==> src/rtl/muxn_reg.sv <==
// ---------------------------------------------------------------------------
// muxn_reg -- registered N-channel multiplexer with blanked channel switching
//
// Selects one of NCH packed input channels onto a registered output Y. A
// change of the selected channel is requested with SEL_REQ/SEL_IN. When the
// request names a different valid channel, the output is blanked (driven to
// its deasserted level with Y_VLD low) for GAP cycles plus one SWITCH cycle
// before the new channel appears. This keeps downstream logic from ever
// seeing a sample that mixes two channels.
//
// Parameters
//   WIDTH  bits per data channel (1..64)
//   NCH    number of input channels (2..16)
//   GAP    blanking cycles inserted on a channel change (1..15)
//   INV    1: Y is the inverted channel and blanks to all-ones
//          0: Y is the channel as-is and blanks to all-zeros
//   SW     select width, max(1, clog2(NCH))
//
// Ports
//   CLK      in   rising-edge clock
//   RST      in   synchronous active-high reset
//   D        in   packed channel data, channel k at [k*WIDTH +: WIDTH]
//   SEL_REQ  in   select-change request, qualified every cycle
//   SEL_IN   in   requested channel index
//   SEL_ACK  out  one-cycle pulse: request accepted
//   SEL_ERR  out  one-cycle pulse: request rejected (index >= NCH)
//   BUSY     out  high while blanking/switching; requests are ignored
//   S_CUR    out  channel currently driving Y
//   Y        out  registered mux output
//   Y_VLD    out  high when Y carries channel data
// ---------------------------------------------------------------------------
module muxn_reg #(
    parameter int WIDTH = 8,
    parameter int NCH   = 4,
    parameter int GAP   = 2,
    parameter int INV   = 1,
    localparam int SW   = (NCH > 1) ? $clog2(NCH) : 1
) (
    input  logic                 CLK,
    input  logic                 RST,
    input  logic [NCH*WIDTH-1:0] D,
    input  logic                 SEL_REQ,
    input  logic [SW-1:0]        SEL_IN,
    output logic                 SEL_ACK,
    output logic                 SEL_ERR,
    output logic                 BUSY,
    output logic [SW-1:0]        S_CUR,
    output logic [WIDTH-1:0]     Y,
    output logic                 Y_VLD
);

    typedef enum logic [1:0] {
        RUN    = 2'd0,
        BLANK  = 2'd1,
        SWITCH = 2'd2
    } state_e;

    // Level Y rests at while no channel is being passed through.
    localparam logic [WIDTH-1:0] BLANK_LVL = (INV != 0) ? {WIDTH{1'b1}} : {WIDTH{1'b0}};

    // The channel table is padded up to a power of two so that any SW-bit
    // index addresses a real entry; only valid indices are ever latched.
    localparam int NSLOT = 1 << SW;

    localparam logic [3:0] GAP_M1 = 4'(GAP - 1);

    // Applies the output polarity to a selected channel sample.
    function automatic logic [WIDTH-1:0] drive_level(input logic [WIDTH-1:0] v);
        return (INV != 0) ? ~v : v;
    endfunction

    state_e           state_q;
    logic [SW-1:0]    s_cur_q;
    logic [SW-1:0]    pend_q;
    logic [3:0]       cnt_q;
    logic             ack_q;
    logic             err_q;
    logic [WIDTH-1:0] y_q;
    logic             vld_q;

    logic [WIDTH-1:0] ch [NSLOT];
    logic [31:0]      sel_wide;
    logic             sel_ok_d;
    logic [WIDTH-1:0] y_run_d;

    genvar k;
    generate
        for (k = 0; k < NSLOT; k++) begin : g_ch
            if (k < NCH) begin : g_real
                assign ch[k] = D[k*WIDTH +: WIDTH];
            end else begin : g_pad
                assign ch[k] = {WIDTH{1'b0}};
            end
        end
    endgenerate

    // Range check is done at full 32-bit width so that a power-of-two NCH
    // can never flag an index as out of range.
    assign sel_wide = 32'(SEL_IN);
    assign sel_ok_d = (sel_wide < 32'(NCH));
    assign y_run_d  = drive_level(ch[s_cur_q]);

    always_ff @(posedge CLK) begin
        if (RST) begin
            state_q <= RUN;
            s_cur_q <= '0;
            pend_q  <= '0;
            cnt_q   <= '0;
            ack_q   <= 1'b0;
            err_q   <= 1'b0;
            y_q     <= BLANK_LVL;
            vld_q   <= 1'b0;
        end else begin
            ack_q <= 1'b0;
            err_q <= 1'b0;
            case (state_q)
                RUN: begin
                    y_q   <= y_run_d;
                    vld_q <= 1'b1;
                    if (SEL_REQ) begin
                        if (!sel_ok_d) begin
                            err_q <= 1'b1;
                        end else begin
                            ack_q <= 1'b1;
                            // Re-selecting the live channel is acknowledged
                            // without disturbing the output.
                            if (SEL_IN != s_cur_q) begin
                                pend_q  <= SEL_IN;
                                cnt_q   <= GAP_M1;
                                state_q <= BLANK;
                            end
                        end
                    end
                end
                BLANK: begin
                    y_q   <= BLANK_LVL;
                    vld_q <= 1'b0;
                    if (cnt_q == 4'd0) begin
                        state_q <= SWITCH;
                    end else begin
                        cnt_q <= cnt_q - 4'd1;
                    end
                end
                SWITCH: begin
                    y_q     <= BLANK_LVL;
                    vld_q   <= 1'b0;
                    s_cur_q <= pend_q;
                    state_q <= RUN;
                end
                default: begin
                    state_q <= RUN;
                end
            endcase
        end
    end

    assign SEL_ACK = ack_q;
    assign SEL_ERR = err_q;
    assign BUSY    = (state_q != RUN);
    assign S_CUR   = s_cur_q;
    assign Y       = y_q;
    assign Y_VLD   = vld_q;

endmodule
==> config.mk <==
export PLATFORM = sky130hd
export DESIGN_NAME = muxn_reg
export DESIGN_NICKNAME = d
export VERILOG_FILES = /design/src/rtl/muxn_reg.sv
export SDC_FILE = /design/constraint.sdc
export NUM_CORES = 1
export LEC_CHECK = 0
export CORE_UTILIZATION = 34
export CTS_CLUSTER_DIAMETER = 120
export DETAILED_ROUTE_END_ITERATION = 6
export GPL_TIMING_DRIVEN = 1
export PLACE_DENSITY = 0.65
export SLEW_MARGIN = 0
export SYNTH_ARGS = -nofsm -noshare
export SYNTH_HDL_FRONTEND = slang
export SYNTH_SLANG_ARGS = --single-unit
==> constraint.sdc <==
create_clock -name CLK -period 2.7 [get_ports CLK]
set_input_delay 0.54 -clock CLK [delete_from_list [all_inputs] [get_ports CLK]]
set_output_delay 0.54 -clock CLK [all_outputs]
set_load 0.01 [all_outputs]
==> metrics list, run 1 <==
- Number of buffers between clock root and the deepest sink: 2
- Dominant cell by count in the synthesized netlist: sky130_fd_sc_hd__nand2_1
- Clock transition time at the flip-flop clock pins of the worst setup and hold paths: 80 ps
- Post-synthesis sequential area ratio: 30.36%
- The worst setup path is of the reg -> out kind.
- The core region is 0.003689 mm².
- Via density per instance: roughly 5
- Final sum of negative setup slack: 0 ps
- # diodes: 0
- After layout, the worst path uses 90.15% of the clock period.
- For this design the top-level I/O count stands at 51.
- The count of nets left with antenna violations once routing finished came out at 0.
- Synthesis inferred 20 register bits.
- Worst setup slack after layout: 266.0 ps
* P per Cell Area: approximately 700 mW/mm²
* CTS tree: done
* Synthesized netlist cell count: 132
* Final number of setup-violating endpoints: 0
* Worst Hold Slack: about 480 ps
* DR WL/cell: roughly 13 µm
- The die is 64.28 µm wide.
* Detailed Route WL: 3067 µm
- At the later pin of the worst-skew pair, clock insertion delay measures 260 ps.
* Count of buffers from port buffering: 49
- Counting every net in the synthesized netlist gives between 150 and 200.
- In this run, the number of DRC markers left after iteration 0 of detailed routing was 56.
- The tightest min-delay check is of the reg -> reg type.
- Startpoint of the lowest-slack hold path: Y[0]
- Worst Max-Slew Pin Slew: just under 600 ps
* Clock sinks: 20
- All-layer global routing usage: 16.16%
- In this run the worst setup path begins at state_q[1].
- Overflow left after global routing: 0
- Deepest level of the CTS H-tree: 1
- sky130_fd_sc_hd__dfxtp_1 takes more of the synthesized area than any other cell.
* 1st-pass router iterations: 4
* Cell count of the worst reg-to-reg path: 6
* Top cells by area, synth: sky130_fd_sc_hd__dfxtp_1, sky130_fd_sc_hd__mux4_1, sky130_fd_sc_hd__ha_1
- Vias post-DR: 1147
* Rel. slew slack: 60.47%
- Status: finished, final reports clean
- After the last flow step, the layout net total stands at 227.
* Required time at the worst-slack endpoint: 2160 ps
- Number of buffers inserted during clock tree synthesis: 3
- For this run, asynchronously set or reset flops after synthesis account for 0%.
* VDD IR max: 0.2290 mV
* Largest net degree at the start of global routing: 15
- Most frequent cells after synthesis: sky130_fd_sc_hd__nand2_1, sky130_fd_sc_hd__dfxtp_1, sky130_fd_sc_hd__o21ai_0, sky130_fd_sc_hd__inv_1
- STA classifies the critical path startpoint as a flop.
* Max Slew Vio Count: 0
- Among all flip-flop cells after synthesis, the most frequent one is sky130_fd_sc_hd__dfxtp_1.
- Antenna violations before repair: 0
* Post-CTS Setup Bufs: 0
- The initial utilization of the core area, before any placement, comes to 35.75%.
* Data arrival time of the worst path: 1890 ps
* Hold violation count in the final report: 0
- Clock tree skew after final layout: 5.459 ps
* Layout cell share with drive strength beyond 1: 7.735%
- Top cell type's share of synthesized area: 30.36%
* Layout Area Growth over Synthesis: 43.64%
* Synthesized area per cell: 9.991 µm²
* Post-Place Worst Slack: 560.4 ps
* Peak clock frequency supported by timing: roughly 400 MHz
- Unrepaired setup endpoints after global routing: no
- STA classifies the critical path endpoint as a primary output.
* Post-route minimum period: 2434 ps
- After synthesis, the netlist uses 34 different library cells.
- The tool flagged a number of max-cap violations equal to 0.
- Along the worst path, the maximum fanout reaches 13.
- In this run the vertical extent of the chip is 64.28 µm.
- After floorplanning, the core was divided into 22 placement rows.
- Hold depth: 2
- Routability-driven placement finished with a final weighted congestion of 0.7744.
* HPWL after detailed placement: about 2500 µm
- The first global-routing pass estimated 5071 µm of wire.
* Yosys Warn Count: 0
* DR DRC count: 0
- In this run the static leakage power is 0.7651 nW.
* Total Die Area: 0.004132 mm²
- In this run the clock root is driven by a sky130_fd_sc_hd__clkbuf_8.
- The design draws 1.341 mW.
* Gates resized, CTS repair: 0
- Count of flip-flops with a built-in enable after synthesis: 0
- The number of global-route vias before repair is 1208.
- In this run the cell area of the synthesized design comes to ~0.0013 mm².
- Total of hold buffers inserted after clock tree synthesis: 0
* Utilization of the core after routing: between 50% and 60%
- Startpoint of the most critical register-to-register path: cnt_q[0]
## through the flow
stage                     instances  area [µm²]
final                           229        1894
after global routing            229        1894
after CTS                       229        1894
after detailed placement        225        1823
after global placement          225        1823
after floorplan                 132        1319
## layer usage
layer | track usage (%) | wire [µm] | share of wire, %
met1 | 14.86 | 1119 | 36
met2 | 31.05 | 1566 | 51
met3 | 6.786 | 341 | 11
met4 | 5.833 | 39 | 1.3
met5 | 0 | 0 | 0
## placed cells by master (no fill, tap or decap)
cell type / n
sky130_fd_sc_hd__a21oi_1: 6
sky130_fd_sc_hd__mux4_1: 8
sky130_fd_sc_hd__a2111oi_4: 1
sky130_fd_sc_hd__o21ai_4: 1
sky130_fd_sc_hd__ha_1: 8
sky130_fd_sc_hd__and2b_1: 1
sky130_fd_sc_hd__o21bai_1: 1
sky130_fd_sc_hd__bufinv_16: 1
sky130_fd_sc_hd__nor2_1: 8
sky130_fd_sc_hd__xor2_4: 1
sky130_fd_sc_hd__a211o_1: 1
sky130_fd_sc_hd__o311a_2: 1
sky130_fd_sc_hd__o211a_1: 1
sky130_fd_sc_hd__nor2b_1: 1
sky130_fd_sc_hd__nor3_1: 2
sky130_fd_sc_hd__inv_1: 10
sky130_fd_sc_hd__xor2_2: 1
sky130_fd_sc_hd__and3_1: 1
sky130_fd_sc_hd__o21ai_0: 13
sky130_fd_sc_hd__o31ai_1: 1
sky130_fd_sc_hd__clkbuf_8: 3
sky130_fd_sc_hd__a21oi_2: 1
sky130_fd_sc_hd__a32o_1: 1
sky130_fd_sc_hd__buf_4: 2
sky130_fd_sc_hd__dfxtp_1: 20
sky130_fd_sc_hd__nor3b_2: 1
sky130_fd_sc_hd__nand2_1: 25
sky130_fd_sc_hd__conb_1: 1
sky130_fd_sc_hd__mux2i_1: 6
sky130_fd_sc_hd__and2b_2: 1
sky130_fd_sc_hd__a31oi_1: 1
sky130_fd_sc_hd__and3b_1: 1
sky130_fd_sc_hd__clkdlybuf4s50_1: 49
sky130_fd_sc_hd__nor4b_1: 1
## final timing paths
kind | slack (ps) | endpoint
setup / recovery | 270 | BUSY
hold / removal | 480 | Y[0]
setup reg to reg | 1000 | cnt_q[1]
hold reg to reg | 480 | Y[0]
## critical path: stages, from the launching register on
cell and delay, ps:
sky130_fd_sc_hd__dfxtp_1 340, sky130_fd_sc_hd__inv_1 130, sky130_fd_sc_hd__ha_1 500, sky130_fd_sc_hd__inv_1 150, sky130_fd_sc_hd__clkdlybuf4s50_1 510
## sequential cells by signal, summed over array words and instances, names as in the netlist
name	cells
Y	8
SEL_ACK	1
S_CUR	2
pend_q	2
state_q	2
cnt_q	4
Y_VLD	1
## layout make-up
class                      count  area (µm²)
fill                         371        1794
timing repair buffer          51       505.5
sequential                    20       400.4
inverter                      10       37.54
tap                           48       60.06
multi-input combinational     96       819.5
clock inverter                 1       30.03
clock buffer                   3       41.29
## cell families after synthesis
| kind of cell | synth area share (%) |
|---|---|
| AOI/OAI and AO/OA | 15.85 |
| adders and majority gates | 7.590 |
| and+or+nand+nor | 14.61 |
| buffers and inverters | 7.496 |
| xor gates and xnor gates | 3.321 |
| other | 0.2844 |
| DFF | 30.36 |
| muxes | 20.49 |
## power by group
group / internal (mW) / leakage [nW] / switching (mW)
clock: 0.198 / 0.0357 / 0.100
combinational: 0.304 / 0.565 / 0.323
sequential: 0.365 / 0.165 / 0.0501
Note: power is estimated with default switching activity, not from simulation.
==> inputs of run 2 (changes only) <==
- HOLD_SLACK_MARGIN: unset -> 0.15
- clock period: 2.7 -> 2.85 ns (I/O delays scaled with it)
==> run 2 against run 1 <==
Against the previous run: combinational power down 4.9%; cell area did not move; global-route usage shrank 0.11 points; clock-buffer cell count did not move; register-to-register slack improved by 120 ps; clock skew shrank 4.5 ps; sequential power shrank 5%; routed wire length up 2.3%; via count rose by 1.2%.
==> metrics list, run 2 (synthesized netlist as in run 1, its figures left out) <==
- Status: finished, final reports clean (unchanged)
- The count of cells resized by post-cts repair was 0 (unchanged).
* Proportion of power drawn by the clock network: 22.4% (was 22.2%)
* Clock sinks: 20 (unchanged)
- Final sum of negative setup slack: 0 ps (unchanged)
* Cell Rows: 22 (unchanged)
* Type of element capturing the critical path: primary output (unchanged)
- Total Die Area: 0.004132 mm² (unchanged)
- The post-cts hold buffer count was 0 (unchanged).
- The count of non-filler cells in the finished layout came to 229 (unchanged).
- The power per cell area came to 675.0 mW/mm² (was 707.7 mW/mm²).
- The deepest clock path buffer count was 2 (unchanged).
* Final GP Congestion: 0.7701 (was 0.7744)
* Post-route minimum period: ~2400 ps
* Final instance area: 0.001894 mm² (unchanged)
- Wire length of the first global-routing pass: 5106 µm (was 5071 µm)
- The total routed wirelength is 3139 µm (was 3067 µm).
* Combined flip-flop and latch cell area: 400.4 µm² (unchanged)
- Peak clock frequency supported by timing: 409.6 MHz
- The share of power burned in registers is 30.9% (was 31.0%).
* HPWL after detailed placement: 2409 µm (was 2488 µm)
* Die boundary height: 64.28 µm (unchanged)
- The total number of nets in the final design came to 227 (unchanged).
- Post-CTS Setup Bufs: 0 (unchanged)
- Largest net degree at the start of global routing: 15 (unchanged)
- The TritonCTS clock tree is done (unchanged).
- The power share of the combinational group was 46.6% (was 46.8%).
- The area growth from synthesis to layout came to 43.64% (unchanged).
- Layout cell share with drive strength beyond 1: 7.735% (unchanged)
- The number of pins exceeding their max-slew limit in the final report is 0 (unchanged).
* Vias in the first global route: 1194 (was 1208)
* Placed inst area: 0.001823 mm² (unchanged)
- Worst Path Class, Setup: reg -> out (unchanged)
- The total CTS buffers came to 3 (unchanged).
- Required time at the worst-slack endpoint: 2280 ps (was 2160 ps)
- Horizontal extent of the die: 64.28 µm (unchanged)
- Max-cap violation count: 0 (unchanged)
- The via density per instance came to 5.070 (was 5.009).
* Worst min-delay path category: reg -> reg (unchanged)
- The number of levels in the clock H-tree is 1 (unchanged).
- The final worst clock skew came to 0.9540 ps (was 5.459 ps).
- Data arrival time of the worst path: 1870 ps (was 1890 ps)
* Area taken by multi-input logic gates: 819.5 µm² (unchanged)
- Reported net switching power: 456.5 µW (was 473.8 µW)
* Final-layout fill cell count: 360 (was 371)
- The total internal power came to 822.2 µW (was 866.7 µW).
- The pin slew with the least headroom to its limit came to 563.4 ps (was 590.8 ps).
- Latest clock arrival within the worst-skew pair: 260 ps (about the same)
* Leading cell type in the layout, fill and taps excluded: sky130_fd_sc_hd__clkdlybuf4s50_1 (unchanged)
- The count of buffers inserted at the top-level ports came to 49 (unchanged).
- Post-route antenna net violation count: 0 (unchanged)
* Antenna violations before repair: 0 (unchanged)
- The share of total power consumed by net switching was 35.70% (was 35.34%).
* Final worst-path cycle share: 85.67%
* 1st-pass router iterations: 4 (unchanged)
* Final number of setup-violating endpoints: 0 (unchanged)
- The cell leakage power is 0.7651 nW (unchanged).
- DR WL/cell: 13.71 µm (was 13.39 µm)
- The headroom to the max-slew limit is 62.30% (was 60.47%).
- Most frequent cells in the layout: sky130_fd_sc_hd__clkdlybuf4s50_1, sky130_fd_sc_hd__nand2_1, sky130_fd_sc_hd__dfxtp_1 (unchanged)
- Cell count after placement: 225 (unchanged)
- The highest fanout seen on the critical path is 13 (unchanged).
- Clock transition time at the flip-flop clock pins of the worst setup and hold paths: 80 ps (about the same)
- Vias post-DR: 1161 (was 1147)
* Core region area: 0.003689 mm² (unchanged)
* # diodes: 0 (unchanged)
- Unrepaired setup endpoints after global routing: no (unchanged).
- Root Buffer Master: sky130_fd_sc_hd__clkbuf_8 (unchanged)
* Startpoint types: flop (unchanged)
- The all-layer global routing usage was 16.05% (was 16.16%).
- Number of primary I/O pins: 51 (unchanged)
- Initial standard-cell utilization of the core: 35.75% (unchanged)
* Flip-flop count of the largest register, all copies and words added: 8 (unchanged)
- Iteration-0 DRC count of the detailed router: 47 (was 56)
- Overflow left after global routing: 0 (unchanged)
- Hold violation count in the final report: 0 (unchanged)
* DR DRC count: 0 (unchanged)
* VDD IR max: 0.3307 mV (was 0.2290 mV)
[run 2: cell counts in the layout (fill, tap and decap cells not counted)]
No cell type changed its count.
[run 2: critical path, cell delays in order (launching register included)]
cell                              delay, ps
sky130_fd_sc_hd__dfxtp_1                420
sky130_fd_sc_hd__inv_1                  110
sky130_fd_sc_hd__ha_1                   390
sky130_fd_sc_hd__inv_1                  150
sky130_fd_sc_hd__clkdlybuf4s50_1        540
[run 2: through the flow]
| stage | total power, mW | hold slack (ps) | util [%] | worst slack, ps |
|---|---|---|---|---|
| 2_1_floorplan | 0.7805 | 450.3 | - | 1320 |
| 3_3_place_gp | 0.9753 | 463.0 | 49.42 | 773.6 |
| 3_5_place_dp | 0.9924 | 462.4 | 49.42 | 701.0 |
| 4_1_cts | 1.292 | 487.0 | 51.36 | 393.7 |
| 5_1_grt | 1.372 | 511.2 | 51.36 | 283.6 |
| 6_report | 1.279 | 483.3 | 51.36 | 408.5 |
[run 2: path summary, 6_finish.rpt]
path,startpoint,endpoint,slack [ps],depth (start not counted)
setup / recovery,state_q[0],BUSY,410,4
hold / removal,Y[0],Y[0],480,2
setup reg to reg,cnt_q[0],cnt_q[1],1120,6
hold reg to reg,Y[0],Y[0],480,2
[run 2: final cells by class]
| cell class | instances | share of cell area, % |
|---|---|---|
| clock buffers | 3 | 2.180 |
| clock inverters | 1 | 1.585 |
| flip-flops and latches | 20 | 21.14 |
| well taps | 48 | 3.170 |
| inverters | 10 | 1.982 |
| multi-input cells | 96 | 43.26 |
| repair buffers | 51 | 26.68 |
[run 2: power groups by stage]
stage,registers [mW],clock network [mW],logic (mW)
2_1_floorplan,0.409,0,0.372
3_3_place_gp,0.398,0,0.577
3_5_place_dp,0.401,0,0.592
4_1_cts,0.396,0.294,0.602
5_1_grt,0.405,0.300,0.667
6_report,0.396,0.287,0.596
[run 2: routing by layer]
layer,vias to the layer above,global-route usage [%],wire (µm)
met5,-,0,0
met4,0,4.444,38
met3,4,7.679,353
met2,51,28.29,1512
met1,542,16.83,1235
li1,564,-,-
